File: src/rtl/key_entry_if.sv
// -----------------------------------------------------------------------------
// key_entry_if
//
// Groups the keypad/timebase inputs and the key-buffer/display control outputs
// of the alarm-clock key entry controller.
//
// Signal summary:
//   one_second    : single-cycle pulse once per second from the timebase
//   key[3:0]      : debounced keypad code (0..9 digit, A ALARM, B TIME, F NOKEY)
//   shift         : one-cycle pulse, shift key into the 4-digit key buffer
//   load_alarm    : one-cycle pulse, copy key buffer into the alarm register
//   load_new_time : one-cycle pulse, copy key buffer into the time counter
//   show_alarm    : level, display selects the alarm register
//   show_new_time : level, display selects the key buffer
//   digit_count   : digits entered in the current entry, saturating at 4
//   state_dbg     : current controller state, for observation only
//
// Handshake semantics: there is no valid/ready pair on this interface. key is a
// level that is sampled on every rising clock edge; shift, load_alarm and
// load_new_time are single-cycle strobes that the consumer must act on in the
// cycle they are high (no back-pressure is possible).
//
// Modports:
//   master : keypad/timebase side (drives one_second/key, observes the rest)
//   slave  : the controller itself
// -----------------------------------------------------------------------------
interface key_entry_if;
    logic       one_second;
    logic [3:0] key;
    logic       shift;
    logic       load_alarm;
    logic       load_new_time;
    logic       show_alarm;
    logic       show_new_time;
    logic [2:0] digit_count;
    logic [2:0] state_dbg;

    modport master (
        output one_second,
        output key,
        input  shift,
        input  load_alarm,
        input  load_new_time,
        input  show_alarm,
        input  show_new_time,
        input  digit_count,
        input  state_dbg
    );

    modport slave (
        input  one_second,
        input  key,
        output shift,
        output load_alarm,
        output load_new_time,
        output show_alarm,
        output show_new_time,
        output digit_count,
        output state_dbg
    );
endinterface : key_entry_if

File: src/rtl/key_entry_fsm.sv
// -----------------------------------------------------------------------------
// key_entry_fsm
//
// Sequencing controller for the 4-digit key buffer of the alarm clock. Each
// digit press produces exactly one shift pulse (the buffer therefore holds the
// last 4 digits entered). After at least 4 digits, ALARM commits the buffer to
// the alarm register and TIME commits it to the time counter. An entry is
// abandoned after TIMEOUT_SEC seconds of keypad inactivity.
//
// Parameters:
//   TIMEOUT_SEC : one_second pulses of inactivity before an entry is abandoned
//                 (legal range 1..15)
//
// Ports:
//   clock : system clock, all state changes on the rising edge
//   reset : asynchronous, active-low reset
//   bus   : key_entry_if slave modport (keypad inputs, buffer/display outputs,
//           state observation)
//
// All outputs come straight from flops.
// -----------------------------------------------------------------------------
module key_entry_fsm #(
    parameter int unsigned TIMEOUT_SEC = 10
) (
    input  logic        clock,
    input  logic        reset,
    key_entry_if.slave  bus
);

    typedef enum logic [2:0] {
        SHOW_TIME  = 3'd0,
        KEY_ENTRY  = 3'd1,
        KEY_STORED = 3'd2,
        KEY_WAITED = 3'd3,
        SHOW_ALARM = 3'd4
    } state_t;

    localparam logic [3:0] KEY_ALARM = 4'hA;
    localparam logic [3:0] KEY_TIME  = 4'hB;
    localparam logic [3:0] TMO_LAST  = 4'(TIMEOUT_SEC - 1);
    localparam logic [2:0] DIGITS_FULL = 3'd4;

    state_t     state_q, state_d;
    logic [2:0] digit_count_q, digit_count_d;
    logic [3:0] tmo_q, tmo_d;
    logic       shift_q, shift_d;
    logic       load_alarm_q, load_alarm_d;
    logic       load_new_time_q, load_new_time_d;
    logic       show_alarm_q, show_alarm_d;
    logic       show_new_time_q, show_new_time_d;

    // Key decode. Codes C, D, E are unused by the keypad and behave as NOKEY.
    logic key_digit;
    logic key_alarm;
    logic key_time;
    logic key_none;

    always_comb begin
        key_digit = (bus.key <= 4'd9);
        key_alarm = (bus.key == KEY_ALARM);
        key_time  = (bus.key == KEY_TIME);
        key_none  = !(key_digit || key_alarm || key_time);
    end

    // Inactivity timer only runs while an entry is waiting on the user.
    // Reaching the limit wins over any key sampled in the same cycle.
    logic counting;
    logic timeout_hit;

    always_comb begin
        counting    = (state_q == KEY_STORED) || (state_q == KEY_WAITED);
        timeout_hit = counting && bus.one_second && (tmo_q == TMO_LAST);
    end

    // Next-state and next-output logic.
    always_comb begin
        state_d         = state_q;
        digit_count_d   = digit_count_q;
        tmo_d           = 4'd0;
        load_alarm_d    = 1'b0;
        load_new_time_d = 1'b0;

        if (counting && bus.one_second) begin
            tmo_d = tmo_q + 4'd1;
        end else if (counting) begin
            tmo_d = tmo_q;
        end

        unique case (state_q)
            SHOW_TIME: begin
                if (key_digit) begin
                    state_d       = KEY_ENTRY;
                    digit_count_d = 3'd1;
                end else if (key_alarm) begin
                    state_d = SHOW_ALARM;
                end
            end

            // One cycle only: the shift strobe is high here while the digit is
            // still on the key lines, so the buffer captures it.
            KEY_ENTRY: begin
                state_d = KEY_STORED;
            end

            // Wait for release so a held digit shifts only once.
            KEY_STORED: begin
                if (timeout_hit) begin
                    state_d = SHOW_TIME;
                end else if (key_none) begin
                    state_d = KEY_WAITED;
                end
            end

            KEY_WAITED: begin
                if (timeout_hit) begin
                    state_d = SHOW_TIME;
                end else if (key_digit) begin
                    state_d       = KEY_ENTRY;
                    digit_count_d = (digit_count_q == DIGITS_FULL) ?
                                    DIGITS_FULL : digit_count_q + 3'd1;
                end else if (key_alarm || key_time) begin
                    // A short entry is simply abandoned without loading.
                    state_d         = SHOW_TIME;
                    load_alarm_d    = key_alarm && (digit_count_q == DIGITS_FULL);
                    load_new_time_d = key_time  && (digit_count_q == DIGITS_FULL);
                end
            end

            // Display follows the held ALARM button.
            SHOW_ALARM: begin
                if (key_none) begin
                    state_d = SHOW_TIME;
                end
            end

            default: begin
                state_d = SHOW_TIME;
            end
        endcase

        if (timeout_hit) begin
            tmo_d = 4'd0;
        end

        // Level outputs and the shift strobe are decoded from the next state
        // so that they line up with the state register.
        shift_d         = (state_d == KEY_ENTRY);
        show_new_time_d = (state_d == KEY_STORED) || (state_d == KEY_WAITED);
        show_alarm_d    = (state_d == SHOW_ALARM);
    end

    always_ff @(posedge clock or negedge reset) begin
        if (!reset) begin
            state_q         <= SHOW_TIME;
            digit_count_q   <= 3'd0;
            tmo_q           <= 4'd0;
            shift_q         <= 1'b0;
            load_alarm_q    <= 1'b0;
            load_new_time_q <= 1'b0;
            show_alarm_q    <= 1'b0;
            show_new_time_q <= 1'b0;
        end else begin
            state_q         <= state_d;
            digit_count_q   <= digit_count_d;
            tmo_q           <= tmo_d;
            shift_q         <= shift_d;
            load_alarm_q    <= load_alarm_d;
            load_new_time_q <= load_new_time_d;
            show_alarm_q    <= show_alarm_d;
            show_new_time_q <= show_new_time_d;
        end
    end

    always_comb begin
        bus.shift         = shift_q;
        bus.load_alarm    = load_alarm_q;
        bus.load_new_time = load_new_time_q;
        bus.show_alarm    = show_alarm_q;
        bus.show_new_time = show_new_time_q;
        bus.digit_count   = digit_count_q;
        bus.state_dbg     = state_q;
    end

endmodule : key_entry_fsm

File: src/flat_wrapper.sv
// flat-port wrapper written by rule: the top's interface ports become plain ports
module key_entry_fsm_flat 
#(
    parameter int unsigned TIMEOUT_SEC = 10
)
  (clock, reset, bus_one_second, bus_key, bus_shift, bus_load_alarm, bus_load_new_time, bus_show_alarm, bus_show_new_time, bus_digit_count, bus_state_dbg);
  key_entry_if bus_i ();
  input  logic clock;
  input  logic reset;
  input wire logic [$bits(bus_i.one_second)-1:0] bus_one_second;
  input wire logic [$bits(bus_i.key)-1:0] bus_key;
  output wire logic [$bits(bus_i.shift)-1:0] bus_shift;
  output wire logic [$bits(bus_i.load_alarm)-1:0] bus_load_alarm;
  output wire logic [$bits(bus_i.load_new_time)-1:0] bus_load_new_time;
  output wire logic [$bits(bus_i.show_alarm)-1:0] bus_show_alarm;
  output wire logic [$bits(bus_i.show_new_time)-1:0] bus_show_new_time;
  output wire logic [$bits(bus_i.digit_count)-1:0] bus_digit_count;
  output wire logic [$bits(bus_i.state_dbg)-1:0] bus_state_dbg;
  assign bus_i.one_second = bus_one_second;
  assign bus_i.key = bus_key;
  assign bus_shift = bus_i.shift;
  assign bus_load_alarm = bus_i.load_alarm;
  assign bus_load_new_time = bus_i.load_new_time;
  assign bus_show_alarm = bus_i.show_alarm;
  assign bus_show_new_time = bus_i.show_new_time;
  assign bus_digit_count = bus_i.digit_count;
  assign bus_state_dbg = bus_i.state_dbg;
  key_entry_fsm #(.TIMEOUT_SEC(TIMEOUT_SEC)) u_core (.clock(clock), .reset(reset), .bus(bus_i));
endmodule
File: config.mk
export PLATFORM = sky130hd
export DESIGN_NAME = key_entry_fsm_flat
export DESIGN_NICKNAME = d
export VERILOG_FILES = /design/src/rtl/key_entry_if.sv /design/src/rtl/key_entry_fsm.sv /design/src/flat_wrapper.sv
export SDC_FILE = /design/constraint.sdc
export NUM_CORES = 1
export LEC_CHECK = 0
export BUFFER_PORTS_ARGS = -buffer_cell sky130_fd_sc_hd__clkbuf_2
export CAP_MARGIN = 20
export CORE_UTILIZATION = 40
export DETAILED_ROUTE_END_ITERATION = 10
export PLACE_DENSITY = 0.59
export SETUP_SLACK_MARGIN = 0.2
export SLEW_MARGIN = 20
export SYNTH_ARGS = -nofsm -noshare
export SYNTH_HDL_FRONTEND = slang
export SYNTH_SLANG_ARGS = --single-unit
File: constraint.sdc
create_clock -name clock -period 1.8 [get_ports clock]
set_input_delay 0.09 -clock clock [delete_from_list [all_inputs] [get_ports clock]]
set_output_delay 0.09 -clock clock [all_outputs]
set_load 0.03 [all_outputs]
# Word-level counts from Yosys, hierarchy flattened
# Cells that the tools add are included.
dict set report classes {
  n_addsub 2
  n_mul 0
  n_div 0
  magnitude_cmp 1
  eq_ne 16
  n_shift 0
  muxes 25
  bitwise 0
  n_reduce_logical 12
}
# operator count
set ops {}
lappend ops {{3-bit 2-to-1 mux} 12}
lappend ops {{3-bit one-hot mux with 5 select lines} 1}
lappend ops {{3-bit by 2-bit equality test with 1-bit output (second input constant)} 4}
lappend ops {{4-bit equality test (second input constant)} 3}
lappend ops {{4-bit 2-to-1 mux} 3}
lappend ops {{3-bit equality test (second input constant)} 3}
lappend ops {{1-bit 2-to-1 mux} 8}
lappend ops {{3-bit by 1-bit equality test with 1-bit output (second input constant)} 2}
lappend ops {{3-bit one-hot mux with 2 select lines} 1}
lappend ops {{1-bit logical OR} 5}
lappend ops {{4-bit by 1-bit adder with 4-bit output (second input constant)} 1}
lappend ops {{4-bit <= comparator (second input constant)} 1}
lappend ops {{1-bit logical AND} 4}
lappend ops {{2-bit by 1-bit inequality test with 1-bit output (second input constant)} 2}
lappend ops {{4-bit AND reduction} 1}
lappend ops {{3-bit by 1-bit adder with 3-bit output (second input constant)} 1}
lappend ops {{3-bit zero test} 1}
lappend ops {{3-bit inequality test (second input constant)} 1}
lappend ops {{2-bit inequality test (second input constant)} 1}
lappend ops {{2-bit nonzero test} 1}
dict set report totals {
  ff_bits 15
  latchBits 0
  ram_bits 0
  romBits 0
  inputBits 7
  out_inout_bits 11
  wordCells 64
  mem_count 0
}

# Depth between registers and ports, before layout
dict set report depth {
  word_depth 8
  depth_mapped 6
  depth_no_buf 6
}

# Least setup slack after synthesis
# Ideal clock, no wire load.
dict set report synth_path {
  path_type {flip-flop to flip-flop}
  startpoint {register u_core.state_q[0], in the netlist u_core.bus.state_dbg[0]}
  endpoint {register u_core.digit_count_q[2], in the netlist u_core.bus.digit_count[2]}
  setup_ns 0.073
  arrival_ns 1.429
  t_required_ns 1.727
  setup_slack_ns 0.298
  stages_incl_launch_ff 6
  n_path_buf 1
  period_less_slack_ns 1.502
  path_cell_list {dfrtp_1 > buf_6 > nor3_1 > a32oi_4 > nor4b_2 > a2bb2oi_2}
}
dict set report synth_via {
  elab_chain_cells 6
  word_cells_on_any_way 12
  classes_between {eq/ne (5); mux (1); reduce/logical (6)}
}
# item line_no
set synth_lines {}
lappend synth_lines {{start, declared} key_entry_fsm.sv:43} ;# state_t state_q, state_d;
lappend synth_lines {{start signal, assigned} key_entry_fsm.sv:163} ;# state_q <= state_d;
lappend synth_lines {{3-bit by 2-bit equality test with 1-bit output, on equally long branches} {key_entry_fsm.sv:71, key_entry_fsm.sv:89}}
lappend synth_lines {{1-bit logical OR} key_entry_fsm.sv:71} ;# counting = (state_q == KEY_STORED) || (state_q == KEY_WAITED);
lappend synth_lines {{1-bit logical AND (2 in series)} key_entry_fsm.sv:72} ;# timeout_hit = counting && bus.one_second && (tmo_q == TMO_LAST);
lappend synth_lines {{2-bit inequality test (no source line)} -}
lappend synth_lines {{4-bit AND reduction (no source line)} -}
lappend synth_lines {{end signal, assigned} key_entry_fsm.sv:164} ;# digit_count_q <= digit_count_d;
lappend synth_lines {{end, declared} key_entry_fsm.sv:44} ;# logic [2:0] digit_count_q, digit_count_d;
# Several ways; a longest one is shown, not always the timed one.
# A chain may end at the register's enable or synchronous reset.

# Final worst setup path
dict set report layout_path {
  startpoint {register u_core.tmo_q[0]}
  endpoint {register u_core.digit_count_q[0], in the netlist u_core.bus.digit_count[0]}
}
dict set report layout_via {
  elab_chain_cells 4
}
# item line_no
set layout_lines {}
lappend layout_lines {{start, declared} key_entry_fsm.sv:45} ;# logic [3:0] tmo_q, tmo_d;
lappend layout_lines {{start signal, assigned} key_entry_fsm.sv:165} ;# tmo_q <= tmo_d;
lappend layout_lines {{4-bit equality test} key_entry_fsm.sv:72}
lappend layout_lines {{1-bit logical AND} key_entry_fsm.sv:72}
lappend layout_lines {{2-bit inequality test (no source line)} -}
lappend layout_lines {{4-bit AND reduction (no source line)} -}
# No other way between the ends.

==> results.py <==
metrics = {
    "global_route": {
        "grt_pass1_wl_um": 2600,
        "grt_pass1_vias": 550,
        "antenna_found_initial": 0,
        "grt.total_usage_pct": 17.6,
        "grt_max_degree": 16,
        "grt_overflow": 0,
    },
    "sta": {
        "fmax_mhz": 668,
        "skew_ns": 0.00465,
        "fin_crit_sh_pct": 83.1,
        "worst_slew_pin_slew_ns": 0.445,
        "rsz0062_at_grt": "false",
        "hold_violations": 0,
        "fin_crit_ns": 1.50,
        "slew_headroom_pct": 69.6,
        "slew_violations": 0,
        "setup_viol": 0,
        "tns_ns": 0,
    },
    "critical_path": {
        "cp.arrival_ns": 1.67,
        "rr_endpoint": "u_core.bus.digit_count[0]",
        "max_stage_delay_ns": 0.47,
        "cp_top_family": "compound AO/OA/AOI/OAI gates",
        "crit_required_ns": 1.97,
        "endpoint_kind": "flop",
        "critPathBufInv": 0,
        "crit-reg2reg-launch": "u_core.tmo_q[0]",
        "worst_path_max_delay_cell": "dfrtp_1",
        "r2r_cells": 5,
        "path_cells": "ha_4 > nand4b_4 > a32oi_4 > nor3_4 > o32a_1",
        "startpoint_type": "flop",
        "path_max_fanout": 5,
        "path_class": "reg -> reg",
        "r2r_setup_slack_ns": 0.30,
    },
    "drt": {
        "num_vias": 669,
        "avgRoutedWirePerCell_um": 12.9,
        "wirelength_um": 1590,
        "drt_first_pass_iters": 4,
        "drc": 0,
        "avgViaCountPerCell": 5.44,
        "drt_iter0_drc": 9,
        "ant_nets": 0,
    },
    "yosys": {
        "synthesis.nets": 85,
        "ys_seq_area_share_pct": 45.0,
        "synth_ff_type": "dfrtp_1",
        "ys_seq_elements": 15,
        "synthCells": 74,
        "synthMostInstantiatedCell": "dfrtp_1",
        "ys_warn_count": 0,
        "synth_commonest_cells": "15 x dfrtp_1, 5 x inv_1, 5 x nand3_1",
        "syn-cell-area_um2": 833,
        "synth_edf_count": 0,
        "postSynth.asyncResetShare_pct": 100,
        "synth_area_leader_cell": "dfrtp_1",
        "yosysTopAreaCellShare_pct": 45.0,
        "ys_types": 36,
        "ys_top_cells_by_area": "dfrtp_1 45%, ha_1 6.0%, a32oi_4 3.3%",
        "synth.avg_cell_area_um2": 11.3,
    },
    "clock_tree": {
        "clock_sinks": 15,
        "cts_buffers": 3,
        "htreeDepth": 1,
        "clkSlewWorstSetupHoldPaths_ns": 0.09,
        "cts-root-buf": "clkbuf_4",
        "cts_tree": "yes",
        "clock_path_buffers": 2,
        "clk_latency_ns": 0.29,
    },
    "placement": {
        "place_congestion": 0.730,
        "post-dp-hpwl_um": 1190,
        "port_buffers": 17,
        "place_inst": 116,
    },
    "run": {
        "drv_cap": 0,
    },
    "worst_hold_path": {
        "hold_class": "in -> reg",
        "holdPathEnd": "u_core.bus.load_new_time",
        "min-delay-start": "bus_key[1]",
        "holdPathStages": 3,
    },
    "die": {
        "dieWidth_um": 47.6,
        "chipHeight_um": 47.6,
        "core_mm2": 0.00196,
        "dieArea_mm2": 0.00227,
        "num_rows": 16,
        "io_pins": 18,
        "start_util_pct": 42.5,
    },
    "run_status": {
        "status": "finished clean",
    },
    "power": {
        "ir_drop_mv": 0.772,
        "powerDensity_mw_per_mm2": 1520,
        "p_leak_nw": 0.477,
    },
    "cells_and_area": {
        "layout-drive-gt1-share_pct": 34.4,
        "fin_nets": 108,
        "finalNonFillerCells": 123,
        "diodes": 0,
        "area_delta_synth_final_pct": 21.5,
    },
}
[routing by layer]
| metal | global-route usage, % | vias up | routed length, µm |
|---|---|---|---|
| met5 | 0 | - | 0 |
| met4 | 13.3 | 0 | 59 |
| met3 | 3.40 | 5 | 90 |
| met2 | 24.7 | 27 | 692 |
| met1 | 23.7 | 314 | 745 |
| li1 | - | 323 | - |
[cell type report]
type / instances / area (µm²)
fillers: 192 / 950
well taps: 27 / 33.8
multi-input cells: 51 / 438
repair buffers: 21 / 120
flip-flops and latches: 15 / 375
inverters: 5 / 18.8
clock buffers: 4 / 26.3
[how the worst max path moves through the flow]
stage | start | endpoint | slack, ns | cells after the start
after floorplan | u_core.bus.state_dbg[0] | u_core.bus.digit_count[2] | 0.30 | 5
after global placement | u_core.tmo_q[1] | u_core.bus.digit_count[0] | 0.28 | 6
after detailed placement | u_core.tmo_q[1] | u_core.bus.digit_count[0] | 0.26 | 6
after CTS | u_core.tmo_q[1] | u_core.bus.digit_count[0] | 0.23 | 6
after global routing | u_core.tmo_q[0] | u_core.bus.digit_count[0] | 0.21 | 5
final | u_core.tmo_q[0] | u_core.bus.digit_count[0] | 0.30 | 5
[power by group]
| group | internal (mW) | total [mW] | switching [mW] |
|---|---|---|---|
| Clock | 0.0862 | 0.194 | 0.107 |
| Sequential | 0.433 | 0.541 | 0.108 |
| Combinational | 0.316 | 0.800 | 0.484 |
| Total | 0.835 | 1.53 | 0.699 |
[registers in the layout, indices dropped and copies added, names as in the netlist]
name	cells
u_core.bus.digit_count	3
u_core.bus.load_alarm	1
u_core.bus.load_new_time	1
u_core.bus.shift	1
u_core.bus.show_alarm	1
u_core.bus.show_new_time	1
u_core.bus.state_dbg	3
u_core.tmo_q	4
[placed cells by master, fill, tap and decap left out, drive strengths merged, types with 2 or more instances in the layout]
cell         Yosys  final
nor4             2      2
ha               4      4
nand2            4      4
inv              5      5
clkbuf           0     21
dlygate4sd3      0      2
nor2             4      4
o21ai            4      4
o22ai            2      2
nor3             3      3
nand3            5      5
buf              3      2
dfrtp           15     15
nand2b           2      2
nor2b            2      2
a2111oi          2      2
[worst register-to-register path, stage by stage, from the launching register on]
cell and delay (ns):
dfrtp_1 0.47, ha_4 0.19, nand4b_4 0.13, a32oi_4 0.32
nor3_4 0.09, o32a_1 0.19
[repair_timing]
item                       CTS  global route
hold endpoints to repair    16             0
resized for setup            0             5
hold buffers                 2             0
setup endpoints to repair    0             5
buffers inserted             0             1
[metrics by stage]
step           hold slack [ns]  setup slack [ns]  cell area (µm²)  power, mW  utilization, %
6_report                0.0933             0.304             1010       1.53            51.6
5_1_grt                 0.0986             0.208             1010       1.66            51.6
4_1_cts                 0.0860             0.228              978       1.50            49.9
3_5_place_dp            0.0290             0.264              932       1.30            47.5
2_1_floorplan           -0.206             0.298              833       1.15               -
3_3_place_gp            0.0251             0.277              932       1.30            47.5
[kinds of logic after synthesis]
kind of cell / Yosys count / share of synthesized area (%)
AOI/OAI and AO/OA: 20 / 22.7
adders and majority gates: 4 / 6.01
buffers and inverters: 8 / 5.56
DFF: 15 / 45.0
and+or+nand+nor: 27 / 20.7
Power figures use the tool's default switching activity.
